`src/rtl/imm_gen_pipe.sv`:
```
// imm_gen_pipe: registered RISC-V immediate generator with a 2-entry skid buffer.
// Ports: clk, rst (sync, active-high), flush; in_valid/in_ready with in_instr and in_tag;
//   out_valid/out_ready with out_imm, out_type, out_instr and out_tag.
// Option: define IMM_GEN_ZIMM_EN to decode csrr*i as type 5 with a zero-extended zimm.
module imm_gen_pipe #(
  parameter int XLEN  = 32,
  parameter int TAG_W = 32
) (
  input  logic             clk,
  input  logic             rst,
  input  logic             flush,
  input  logic             in_valid,
  output logic             in_ready,
  input  logic [31:0]      in_instr,
  input  logic [TAG_W-1:0] in_tag,
  output logic             out_valid,
  input  logic             out_ready,
  output logic [XLEN-1:0]  out_imm,
  output logic [2:0]       out_type,
  output logic [31:0]      out_instr,
  output logic [TAG_W-1:0] out_tag
);

  generate
    if (XLEN != 32 && XLEN != 64) begin : g_bad_xlen
      $error("imm_gen_pipe: XLEN must be 32 or 64");
    end
  endgenerate

  localparam logic [6:0] OP_IMM   = 7'b0010011;
  localparam logic [6:0] OP_LOAD  = 7'b0000011;
  localparam logic [6:0] OP_JALR  = 7'b1100111;
  localparam logic [6:0] OP_SYS   = 7'b1110011;
  localparam logic [6:0] OP_IMM32 = 7'b0011011;
  localparam logic [6:0] OP_STORE = 7'b0100011;
  localparam logic [6:0] OP_BR    = 7'b1100011;
  localparam logic [6:0] OP_LUI   = 7'b0110111;
  localparam logic [6:0] OP_AUIPC = 7'b0010111;
  localparam logic [6:0] OP_JAL   = 7'b1101111;

  localparam logic [2:0] T_I    = 3'd0;
  localparam logic [2:0] T_S    = 3'd1;
  localparam logic [2:0] T_B    = 3'd2;
  localparam logic [2:0] T_U    = 3'd3;
  localparam logic [2:0] T_J    = 3'd4;
  localparam logic [2:0] T_NONE = 3'd7;
`ifdef IMM_GEN_ZIMM_EN
  localparam logic [2:0] T_Z    = 3'd5;
`endif

  typedef struct packed {
    logic [XLEN-1:0]  imm;
    logic [2:0]       typ;
    logic [31:0]      instr;
    logic [TAG_W-1:0] tag;
  } ent_t;

  logic [6:0] w_op;
  logic       w_is_i;
  logic       w_is_s;
  logic       w_is_b;
  logic       w_is_u;
  logic       w_is_j;
  ent_t       w_new;
  logic       w_in_fire;
  logic       w_drain;

  ent_t r_main;
  ent_t r_skid;
  logic r_main_valid;
  logic r_skid_valid;

  assign w_op   = in_instr[6:0];
  assign w_is_i = (w_op == OP_IMM) || (w_op == OP_LOAD) ||
                  (w_op == OP_JALR) || (w_op == OP_SYS) ||
                  ((XLEN == 64) && (w_op == OP_IMM32));
  assign w_is_s = (w_op == OP_STORE);
  assign w_is_b = (w_op == OP_BR);
  assign w_is_u = (w_op == OP_LUI) || (w_op == OP_AUIPC);
  assign w_is_j = (w_op == OP_JAL);

  always_comb begin
    w_new.imm   = '0;
    w_new.typ   = T_NONE;
    w_new.instr = in_instr;
    w_new.tag   = in_tag;
    unique case (1'b1)
      w_is_i: begin
        w_new.typ = T_I;
        w_new.imm = XLEN'($signed(in_instr[31:20]));
`ifdef IMM_GEN_ZIMM_EN
        // csrr*i carry an unsigned 5-bit zimm in the rs1 field
        if (w_op == OP_SYS && in_instr[14]) begin
          w_new.typ = T_Z;
          w_new.imm = XLEN'(in_instr[19:15]);
        end
`endif
      end
      w_is_s: begin
        w_new.typ = T_S;
        w_new.imm = XLEN'($signed({in_instr[31:25],
                                   in_instr[11:7]}));
      end
      w_is_b: begin
        w_new.typ = T_B;
        w_new.imm = XLEN'($signed({in_instr[31],
                                   in_instr[7],
                                   in_instr[30:25],
                                   in_instr[11:8],
                                   1'b0}));
      end
      w_is_u: begin
        w_new.typ = T_U;
        w_new.imm = XLEN'($signed({in_instr[31:12],
                                   12'b0}));
      end
      w_is_j: begin
        w_new.typ = T_J;
        w_new.imm = XLEN'($signed({in_instr[31],
                                   in_instr[19:12],
                                   in_instr[20],
                                   in_instr[30:21],
                                   1'b0}));
      end
      default: ;
    endcase
  end

  assign in_ready  = !r_skid_valid;
  assign w_in_fire = in_valid && !r_skid_valid;
  // main may be overwritten when empty or being consumed
  assign w_drain   = !r_main_valid || out_ready;

  always_ff @(posedge clk) begin
    if (rst) begin
      r_main_valid <= 1'b0;
      r_skid_valid <= 1'b0;
      r_main       <= '0;
      r_skid       <= '0;
    end else if (flush) begin
      r_main_valid <= 1'b0;
      r_skid_valid <= 1'b0;
    end else if (w_drain) begin
      if (r_skid_valid) begin
        r_main       <= r_skid;
        r_main_valid <= 1'b1;
        r_skid_valid <= 1'b0;
      end else begin
        r_main_valid <= w_in_fire;
        if (w_in_fire) r_main <= w_new;
      end
    end else if (w_in_fire) begin
      r_skid       <= w_new;
      r_skid_valid <= 1'b1;
    end
  end

  assign out_valid = r_main_valid;
  assign out_imm   = r_main.imm;
  assign out_type  = r_main.typ;
  assign out_instr = r_main.instr;
  assign out_tag   = r_main.tag;

endmodule

```
`config.mk`:
```
export PLATFORM = sky130hd
export DESIGN_NAME = imm_gen_pipe
export DESIGN_NICKNAME = d
export VERILOG_FILES = /design/src/rtl/imm_gen_pipe.sv
export SDC_FILE = /design/constraint.sdc
export NUM_CORES = 1
export LEC_CHECK = 0
export CORE_ASPECT_RATIO = 1.75
export CORE_MARGIN = 4
export CORE_UTILIZATION = 37
export CTS_BUF_LIST = sky130_fd_sc_hd__clkbuf_2 sky130_fd_sc_hd__clkbuf_4 sky130_fd_sc_hd__clkbuf_8
export DETAILED_ROUTE_END_ITERATION = 7
export HOLD_SLACK_MARGIN = 0.03
export PLACE_DENSITY = 0.58
export SLEW_MARGIN = 10
export SYNTH_ARGS = -nofsm -noshare
export SYNTH_HDL_FRONTEND = slang
export SYNTH_SLANG_ARGS = --single-unit
```
`constraint.sdc`:
```
create_clock -name clk -period 1.9 [get_ports clk]
set_input_delay 0.19 -clock clk [delete_from_list [all_inputs] [get_ports clk]]
set_output_delay 0.19 -clock clk [all_outputs]
set_load 0.005 [all_outputs]
```
Word-level counts from Yosys, hierarchy flattened
Cells that the tools add are included.
W data, S select, Z words.
{"block": "word_totals", "regBits": 200, "in_bits": 69, "out_inout_bits": 101, "wordCells": 38}
{"block": "op_classes", "n_eq_ne": 9, "mux": 4, "bitwise_logic": 2, "n_reduce_logical": 13}
{"cell": "$mux W99", "n": 2}
{"cell": "$pmux W35 S5", "n": 1}
{"cell": "$eq A7 B7 Y1 const B", "n": 4}
{"cell": "$eq A7 B5 Y1 const B", "n": 2}
{"cell": "$eq A7 B6 Y1 const B", "n": 2}
{"cell": "$eq A7 B2 Y1 const B", "n": 1}
{"cell": "$reduce_and A3 Y1", "n": 2}
{"cell": "$logic_or A1 B1 Y1", "n": 5}
{"cell": "$reduce_or A3 Y1", "n": 1}
{"cell": "$logic_not A1 Y1", "n": 2}
{"cell": "$not A1 Y1", "n": 2}
{"cell": "$reduce_bool A2 Y1", "n": 1}
{"cell": "$reduce_or A2 Y1", "n": 1}
{"cell": "$logic_and A1 B1 Y1", "n": 1}
{"cell": "$mux W1", "n": 1}

Logic depth before layout (Yosys ltp)
Gate-level depths: netlist of run 1.
{"block": "depth", "word_depth": 7, "mapped_depth": 8, "depth_no_buf": 5}

Worst setup path before layout of run 1
Ideal clock, no wire load.
{"block": "synth_timing", "path_type": "reg-to-reg", "startpoint": "register r_main_valid (netlist: out_valid)", "endpoint": "register r_main (netlist bit out_imm[27])", "arrival_ns": 1.493, "path_slack_ns": 0.267, "stages_incl_launch_ff": 8, "n_path_buf": 2, "synth_period_minus_slack_ns": 1.633, "cell_sequence": "dfxtp_1 -> nor2b_1 -> or3_1 -> buf_4 -> buf_6 -> or3_1 -> o21ai_0 -> a211oi_2"}
{"block": "synth_between", "elab_chain_cells": 3}
{"item": "from (decl)", "line": "70", "text": "logic r_main_valid;"}
{"item": "from (signal assigned)", "line": "149", "text": "r_main_valid <= w_in_fire;"}
{"item": "$logic_not A1 Y1", "line": "132", "text": "assign w_drain = !r_main_valid || out_ready;"}
{"item": "$logic_or A1 B1 Y1", "line": "132"}
{"item": "$reduce_and A3 Y1 (no line)"}
{"item": "to (signal assigned)", "line": "145", "text": "r_main <= r_skid;"}
{"item": "to (signal assigned)", "line": "150", "text": "if (w_in_fire) r_main <= w_new;"}
{"item": "to (decl)", "line": "68", "text": "ent_t r_main;"}
No other way between the ends.
A chain may end at the register's enable or synchronous reset.

Final worst setup path of run 1
{"block": "layout_timing", "startpoint": "register r_skid_valid", "endpoint": "output port in_ready"}
{"block": "layout_between", "elab_chain_cells": 1}
{"item": "from (decl)", "line": "71", "text": "logic r_skid_valid;"}
{"item": "from (signal assigned)", "line": "137", "text": "r_skid_valid <= 1'b0;"}
{"item": "from (signal assigned)", "line": "142", "text": "r_skid_valid <= 1'b0;"}
{"item": "from (signal assigned)", "line": "147", "text": "r_skid_valid <= 1'b0;"}
{"item": "$logic_not A1 Y1", "line": "129", "text": "assign in_ready = !r_skid_valid;"}
{"item": "to (decl)", "line": "13", "text": "output logic in_ready,"}
No other way between the ends.

==> impl_metrics.csv, run 1 <==
group,metric,value,unit
sta,finalSetupViolations,0,
clock_network,cts_tree,"done",
setup_path,arrival,1.64,ns
power,peakVddDrop,0.4626,mV
placement,portBuffers,169,
floorplanning,design.core.area,22650,sq um
sta,grt_setup_unrepaired,"no",
run,cap_viol_max_count,0,
placement,place_hpwl,17170,microns
synth,synth_top_cell_by_area,"dfxtp_1",
synth,syn_area_per_cell,8.961,sq um
drt,drc,0,
grt,grt_max_degree,58,
placement,gp_routability_congestion,0.8401,
setup_path,critPathKind,"reg2out",
cells_and_area,fin_nets,1203,
sta,clock.fmax,547.4,MHz
cells_and_area,post-route-util,50.19,%
grt,grt-ovfl-total,0,
synth,synth_warnings,0,
setup_path,cp_cell_sequence,"inv_4 -> buf_12 -> clkdlybuf4s50_1",
sta,tightest_slew,0.6613,ns
grt,grt_usage,18.99,%
sta,layout_worst_path_cycle_share,96.15,%
placement,place_inst,1413,
run_status,outcome,"finished, final reports clean",
clock_network,hold_buffers,0,
floorplanning,die_w,122.6,microns
min_path,min_path_type,"in2reg",
clock_network,cts_buffer_depth,2,
clock_network,root_buffer,"clkbuf_8",
floorplanning,die_h,208.6,microns
sta,fin_skew,0.01596,ns
sta,final-hold-violation-count,0,
floorplanning,initial_core_util,37.54,%
cells_and_area,drive_above_1_share,14.47,%
synth,ys_seq_elements,200,
cells_and_area,final_common_cell,"dfxtp_1",
cells_and_area,n_antenna_cell,0,
setup_path,crit_path_end_kind,"output pin",
setup_path,required,1.71,ns
grt,antenna_found_initial,0,
clock_network,path_clk_slew,0.11,ns
power,power.leakage,0.003761,uW
power,p_per_area,741.9,nW/um^2
synth,postSynth.asyncResetShare,0,%
synth,netlist.area_leader.share,47.08,%
drt,routed_wl,24320,microns
setup_path,worstSetupStartpointType,"flip-flop",
synth,syn_area,8504,sq um
floorplanning,core.rowCount,73,
sta,fin_crit,1.827,ns
sta,slew_headroom,55.87,%
drt,firstDrtPassIters,5,
drt,wl_per_cell,16.81,microns
drt,drtAntennaViolNets,0,
synth,dominantRegCellSynth,"dfxtp_1",
drt,via_per_inst,5.124,
cells_and_area,final_cell_mix,"dfxtp_1 (199), clkdlybuf4s50_1 (168), nand2_1 (164)",
clock_network,cts_max_level,4,
synth,ys_types,60,
drt,drtIter0Drc,440,
setup_path,cp_slowest_cell,"clkdlybuf4s50_1",
synth,yosysSeqAreaShare,47.08,%
grt,grt_pass1_wl,38520,microns
synth,synth-edff-count,0,
clock_network,insertion_delay,0.48,ns
setup_path,crit_path_max_incr_delay,0.51,ns
drt,vias,7415,
sta,hold_ws,0.1326,ns
clock_network,cts_buffers,17,
floorplanning,ios,170,
synth,synth_cells,949,
cells_and_area,area_growth,33.69,%
sta,final_max_slew_viol_count,0,
cells_and_area,final_cells,1447,
setup_path,cp_max_fo,16,
grt,grt_pass1_vias,7308,
synth,synth_area_leaders,"dfxtp_1 (47%), mux2i_1 (7.7%), nand2_1 (7.2%), a211oi_1 (6.7%), a21oi_1 (4.6%)",
synth,synth_nets,1018,
clock_network,clkSinkCount,200,
floorplanning,dieArea,25570,sq um
per-stage QoR:
| step | power [uW] | area, sq um | worst slack (ns) | setup TNS (ns) |
|---|---|---|---|---|
| after floorplan | 5009 | 8504 | 0.2671 | 0 |
| after global placement | 5696 | 10900 | -0.3220 | -16.24 |
| after detailed placement | 5707 | 10900 | -0.3452 | -18.89 |
| after CTS | 8550 | 11320 | 0.004289 | 0 |
| after global routing | 8829 | 11370 | 0.007415 | 0 |
| final | 8435 | 11370 | 0.07322 | 0 |
report_power, final:
group	switching, uW	total (uW)	internal [uW]	leakage [uW]
Clock	1510	2840	1330	0.000208
Sequential	82.4	4420	4340	0.00163
Combinational	543	1170	631	0.00192
kinds of logic after synthesis:
| family | count (synthesis) | share of synthesized area, % |
|---|---|---|
| AOI/OAI and AO/OA | 254 | 22.04 |
| muxes | 65 | 7.650 |
| buffers and inverters | 90 | 5.208 |
| xor gates and xnor gates | 1 | 0.1030 |
| and+or+nand+nor | 339 | 17.92 |
| DFF | 200 | 47.08 |
routing by layer:
metal  GRT usage (%)  wire length, microns
met1           20.94                  9381
met2           35.22                 13430
met3           3.535                   899
met4           7.115                   610
met5               0                     0
worst max-delay path: cells and delay by family (launching register included):
family | cells | cell delay, ns
buf+inv | 3 | 0.77
flops | 1 | 0.39
final cells by class:
cell class / count / area (sq um)
clock buffers: 23 / 297.8
clock inverters: 9 / 111.4
fillers: 2267 / 11280
inverters: 4 / 17.52
multi-input cells: 659 / 4064
flip-flops and latches: 200 / 4008
well taps: 300 / 375.4
repair buffers: 252 / 2496
synth_stat cells, types with 2 or more instances:
cell	count
a211oi_2	21
o21ai_0	25
clkbuf_1	40
and3_1	8
and2_1	3
o21bai_1	2
o2111ai_1	2
nor2b_1	4
dfxtp_1	200
o31ai_2	2
nor3_4	2
a31oi_1	2
a22o_1	7
o2bb2ai_1	6
nand2_1	164
nor2_2	2
mux2i_1	65
inv_1	3
a21oi_1	79
a21o_1	2
nor4_1	3
nand3b_1	3
buf_1	3
nand3_1	11
or3_1	15
a221oi_1	6
nor2_1	104
a311oi_1	4
nand4b_1	2
nor3_1	7
buf_4	3
a221oi_2	8
a211oi_1	76
buf_2	33
buf_6	7
flip-flops by register name, summed over array words and instances (netlist names):
signal / flops
out_valid: 1
r_skid_valid: 1
out_imm: 32
out_tag: 32
r_skid: 99
out_type: 3
out_instr: 32
worst paths after layout:
check | slack [ns] | cells past startpoint | from | end
worst min-delay path | 0.13 | 2 | rst | out_imm[6]
worst max-delay path | 0.07 | 3 | r_skid_valid | in_ready
worst min register to register | 0.46 | 2 | r_skid[8] | r_skid[8]
worst max register to register | 0.18 | 5 | r_skid_valid | r_skid[97]
repair_timing:
action	4_1_cts	5_1_grt
buffers inserted	0	1
resized for setup	3	1
gates cloned	0	1
pin swaps	0	1
endpoints found under the setup margin	1	11
No activity file was read; power rests on OpenSTA's default activity.
==> run 2: changes to the inputs <==
- CORE_MARGIN: 4 -> default
==> run 2 against run 1 <==
Hold slack about the same. Combinational power about the same. Cell area shrank 0.50%. Critical path depth did not move. Maximum frequency fell by 1.1%. Die area down 7.6%. Register-to-register slack got worse by 0.10 ns. Sequential share of layout area up 0.18 points. Sequential power is essentially flat.
==> impl_metrics.csv, run 2 (synthesis results as in run 1) <==
group,metric,value,unit
setup_path,critPathLaunch,"r_skid_valid",
cells_and_area,drive_above_1_share,13.59,%
run_status,outcome,"finished, final reports clean",
drt,via_per_inst,5.094,
sta,final_max_slew_viol_count,0,
power,p_sw,2176,uW
setup_path,cp_max_fo,16,
cells_and_area,final_cell_area,11310,sq um
grt,gr-usage-met3,3.940,%
setup_path,worstSetupStartpointType,"flip-flop",
grt,met2_usage,38.21,%
setup_path,critPathKind,"reg2out",
grt,grt.busiest_layer,"met2",
setup_path,cp.depth,3,
sta,layout_worst_path_cycle_share,97.24,%
drt,routed_wl,23810,microns
grt,antenna_found_initial,0,
cells_and_area,final_cells,1433,
placement,dpl-instance-area,10800,sq um
grt,use_met1,23.64,%
cells_and_area,register_area,4008,sq um
floorplanning,initial_core_util,37.54,%
power,power_frac_clock,36.1,%
floorplanning,dieArea,23620,sq um
clock_network,cts_max_level,4,
clock_network,clkSinkCount,200,
setup_path,path_delay_family,"buffers and inverters",
floorplanning,die_h,202.6,microns
drt,wl_per_cell,16.61,microns
setup_path,cp_slowest_cell,"clkdlybuf4s50_1",
sta,final-hold-violation-count,0,
sta,clock.fmax,541.2,MHz
cells_and_area,post-route-util,49.94,%
clock_network,root_buffer,"clkbuf_8",
cells_and_area,n_antenna_cell,0,
setup_path,critical_path.endpoint,"in_ready",
floorplanning,ios,170,
drt,drtAntennaViolNets,0,
clock_network,cts_tree,"done",
power,p_per_area,770.4,nW/um^2
drt,drtIter0Drc,372,
grt,grt_pass1_vias,7196,
grt,grt_usage,20.87,%
placement,portBuffers,169,
cells_and_area,fin_nets,1189,
drt,drc,0,
placement,place_hpwl,16250,microns
sta,fin_crit,1.848,ns
setup_path,reg2reg_slack,0.08,ns
cells_and_area,fillers,2196,
sta,grt_setup_unrepaired,"yes",
setup_path,required,1.71,ns
setup_path,crit_path_end_kind,"output pin",
clock_network,cts_buffer_depth,2,
grt,grt_pass1_wl,38030,microns
cells_and_area,largest_register_ffs,99,
setup_path,r2r_cells,7,
sta,fin_skew,0.007997,ns
cells_and_area,multi_input_area,4070,sq um
min_path,min_path_type,"in2reg",
setup_path,r2r-start,"r_skid_valid",
clock_network,cts_buffers,17,
clock_network,insertion_delay,0.48,ns
cells_and_area,final_common_cell,"dfxtp_1",
clock_network,hold_buffers,0,
power,total_power,8715,uW
grt,grt_max_degree,80,
setup_path,crit_path_max_incr_delay,0.50,ns
placement,place_inst,1399,
cells_and_area,top_register,"r_skid",
power,pwr-share-seq,50.8,%
setup_path,timing.rr.end,"r_skid[75]",
grt,grt-ovfl-total,0,
cells_and_area,area_growth,33.03,%
setup_path,arrival,1.66,ns
sta,slew_headroom,53.36,%
run,cap_viol_max_count,0,
sta,tightest_slew,0.6974,ns
drt,firstDrtPassIters,4,
cells_and_area,final_cell_mix,"dfxtp_1 (199), clkdlybuf4s50_1 (168), nand2_1 (164)",
setup_path,worst-path-buf-inv,3,
power,peakVddDrop,0.4889,mV
floorplanning,core.rowCount,73,
power,power.leakage,0.003709,uW
power,power.internal,6539,uW
floorplanning,design.core.area,22650,sq um
drt,vias,7299,
placement,gp_routability_congestion,0.8295,
clock_network,path_clk_slew,0.10,ns
setup_path,cp_cell_sequence,"inv_4 -> buf_12 -> clkdlybuf4s50_1",
sta,finalSetupViolations,0,
power,power_frac_comb,13.1,%
power,swShare,24.97,%
floorplanning,die_w,116.6,microns
sta,fin_tns_setup,0,ns
-- run 2: area by class of cell --
type | instances | area share [%]
clock buffers | 18 | 2.134
clock inverters | 14 | 1.935
inverters | 4 | 0.1548
multi-input cells | 659 | 35.98
flip-flops and latches | 200 | 35.42
well taps | 300 | 3.318
repair buffers | 238 | 21.06
-- run 2: through the flow --
step           setup slack [ns]  hold WS, ns
2_1_floorplan            0.2671       0.2685
3_3_place_gp            -0.3612       0.4409
3_5_place_dp            -0.3689       0.4462
4_1_cts                 0.01049       0.1206
5_1_grt               -0.007895       0.1428
6_report                0.05242       0.1322
-- run 2: worst min-delay path by stage --
| stage | startpoint | to | slack [ns] | cells past startpoint |
|---|---|---|---|---|
| global route | rst | r_skid[60] | 0.14 | 2 |
| detailed placement | r_skid[62] | r_skid[62] | 0.45 | 2 |
| CTS | rst | r_skid[62] | 0.12 | 2 |
| global placement | r_skid[47] | r_skid[47] | 0.44 | 2 |
| finish | rst | r_skid[1] | 0.13 | 2 |
| floorplan | flush | out_valid | 0.27 | 1 |
-- run 2: per-layer routing --
layer | wire length [microns] | vias to the layer above
met5 | 0 | -
li1 | - | 3702
met3 | 799 | 25
met4 | 503 | 0
met1 | 9625 | 3440
met2 | 12880 | 132
-- run 2: what timing repair did --
action                                  4_1_cts  5_1_grt
pin swaps                                     1        1
gates cloned                                  0        1
gates resized for setup                       4        3
endpoints found under the setup margin       19        2
buffers inserted                              0        1
-- run 2: power by group through the flow --
stage | registers, uW | logic [uW] | clock network [uW]
2_1_floorplan | 4520 | 487 | 0
3_3_place_gp | 4520 | 1140 | 0
3_5_place_dp | 4520 | 1150 | 0
4_1_cts | 4430 | 1160 | 3230
5_1_grt | 4450 | 1240 | 3410
6_report | 4420 | 1140 | 3150
==> RTL edit: new RTL, config.mk and constraints of run 2 <==
Build with the macro `IMM_GEN_ZIMM_EN` defined.
--- a/src/rtl/imm_gen_pipe.sv
+++ b/src/rtl/imm_gen_pipe.sv
@@ -3,4 +3,6 @@
 //   out_valid/out_ready with out_imm, out_type, out_instr and out_tag.
 // Option: define IMM_GEN_ZIMM_EN to decode csrr*i as type 5 with a zero-extended zimm.
+`define IMM_GEN_ZIMM_EN
+
 module imm_gen_pipe #(
   parameter int XLEN  = 32,
Behaviour: not the same (Yosys sat finds a counterexample within 4 cycles, from zero or initial values and one cycle with rst high).
==> RTL edit against run 2 <==
  * Routed wire length rose by 3.5%
  * Critical path type unchanged
  * Power fell by 1.5%
  * Highest routed layer unchanged
  * Cell area fell by 0.30%
  * Synthesized area fell by 2.3%
  * Synthesized cell count rose by 3.1%
  * Worst setup slack improved by 0.10 ns
  * Via count rose by 4.3%
  * Sequential cell count did not move
  * Maximum frequency rose by 5.8%
==> RTL edit: results (changes against run 2) <==
qor: detailed_routing.drt-total-wl 24600 µm [+3.5%]
qor: critical_path.max_stage_delay 0.46 ns [-0.04 ns]
qor: cells_and_area.clock_tree_area_fraction 3.96% [-0.11 points]
qor: power_and_ir_drop.cellLeakagePower 0.00373 µW [+0.58%]
qor: synthesis.synthDominantCellAreaShare 48.2% [+1.1 points]
qor: detailed_routing.detail_route.first_pass.iterations 5 [+1]
qor: synthesis.synth_sequential_area_ratio 48.2% [+1.1 points]
qor: place.placedInstanceArea 10800 µm² [+0.21%]
qor: sta.min_period_over_period 91.9% [-5.4 points]
qor: sta.worst-slew-pin-transition 0.809 ns [+0.111 ns]
qor: cells_and_area.multi_input_area_share 35.0% [-1.0 points]
qor: synthesis.postSynthNetCount 1047 [+2.8%]
qor: detailed_routing.drt_first_iter_violations 373 [+0.27%]
qor: detailed_routing.routed-via-count 7615 [+4.3%]
qor: min_path.min_delay_worst_endpoint out_type[0]
qor: outcome.status finished, final reports clean
qor: synthesis.synthDistinctLibCells 51 [-15%]
qor: power_and_ir_drop.intPower 6420 µW [-1.8%]
qor: place.place.gp.congestion 0.882 [+6.3%]
qor: place.dp_hpwl 17400 µm [+7.1%]
qor: floorplanning.horizontal_die_dimension 115 µm [-1.1%]
qor: cells_and_area.inverters 2 [-2]
qor: global_routing.grt_start_max_net_pins 75 [-6.3%]
qor: cells_and_area.design.seq.count 200 [unchanged]
qor: sta.clock-skew-final 0.00829 ns [+0.000297 ns]
qor: place.pre_cts_ws -0.423 ns [-0.0537 ns]
qor: critical_path.r2r-start out_valid
qor: critical_path.slowest_cp_cell sky130_fd_sc_hd__dfxtp_4
qor: min_path.min_path_cells 5 [+3]
qor: cells_and_area.post_route_cells_drive_above_1_share 12.1% [-1.5 points]
qor: critical_path.worst_ep_arrival_time 1.56 ns [-0.10 ns]
[RTL edit: metal layers]
layer,vias to the layer above,track usage [%],share of wire (%)
li1,3808,-,-
met4,0,9.42,3.2
met3,43,4.60,4.5
met2,187,38.6,53
met1,3577,24.6,40
met5,-,0,0
[RTL edit: logic make-up (layout without fill, tap and decap cells)]
group           after synthesis  count (layout)  share of synthesized area [%]
compound gates              262             262                           21.3
flops                       200             200                           48.2
mux                          63              63                           7.59
buf+inv                      90             289                           4.73
simple gates                363             363                           18.2
[RTL edit: worst min-delay path, stage by stage]
cell and delay [ns]:
sky130_fd_sc_hd__buf_6 0.10, sky130_fd_sc_hd__nor4_1 0.08, sky130_fd_sc_hd__o21ai_0 0.08, sky130_fd_sc_hd__a31oi_1 0.04, sky130_fd_sc_hd__a21o_1 0.14
[RTL edit: timing repair]
action | CTS | global route
resized for setup | 1 | 1
setup endpoints to repair | 1 | 6
endpoints found under the hold margin | 0 | 0
buffers inserted | 1 | 0
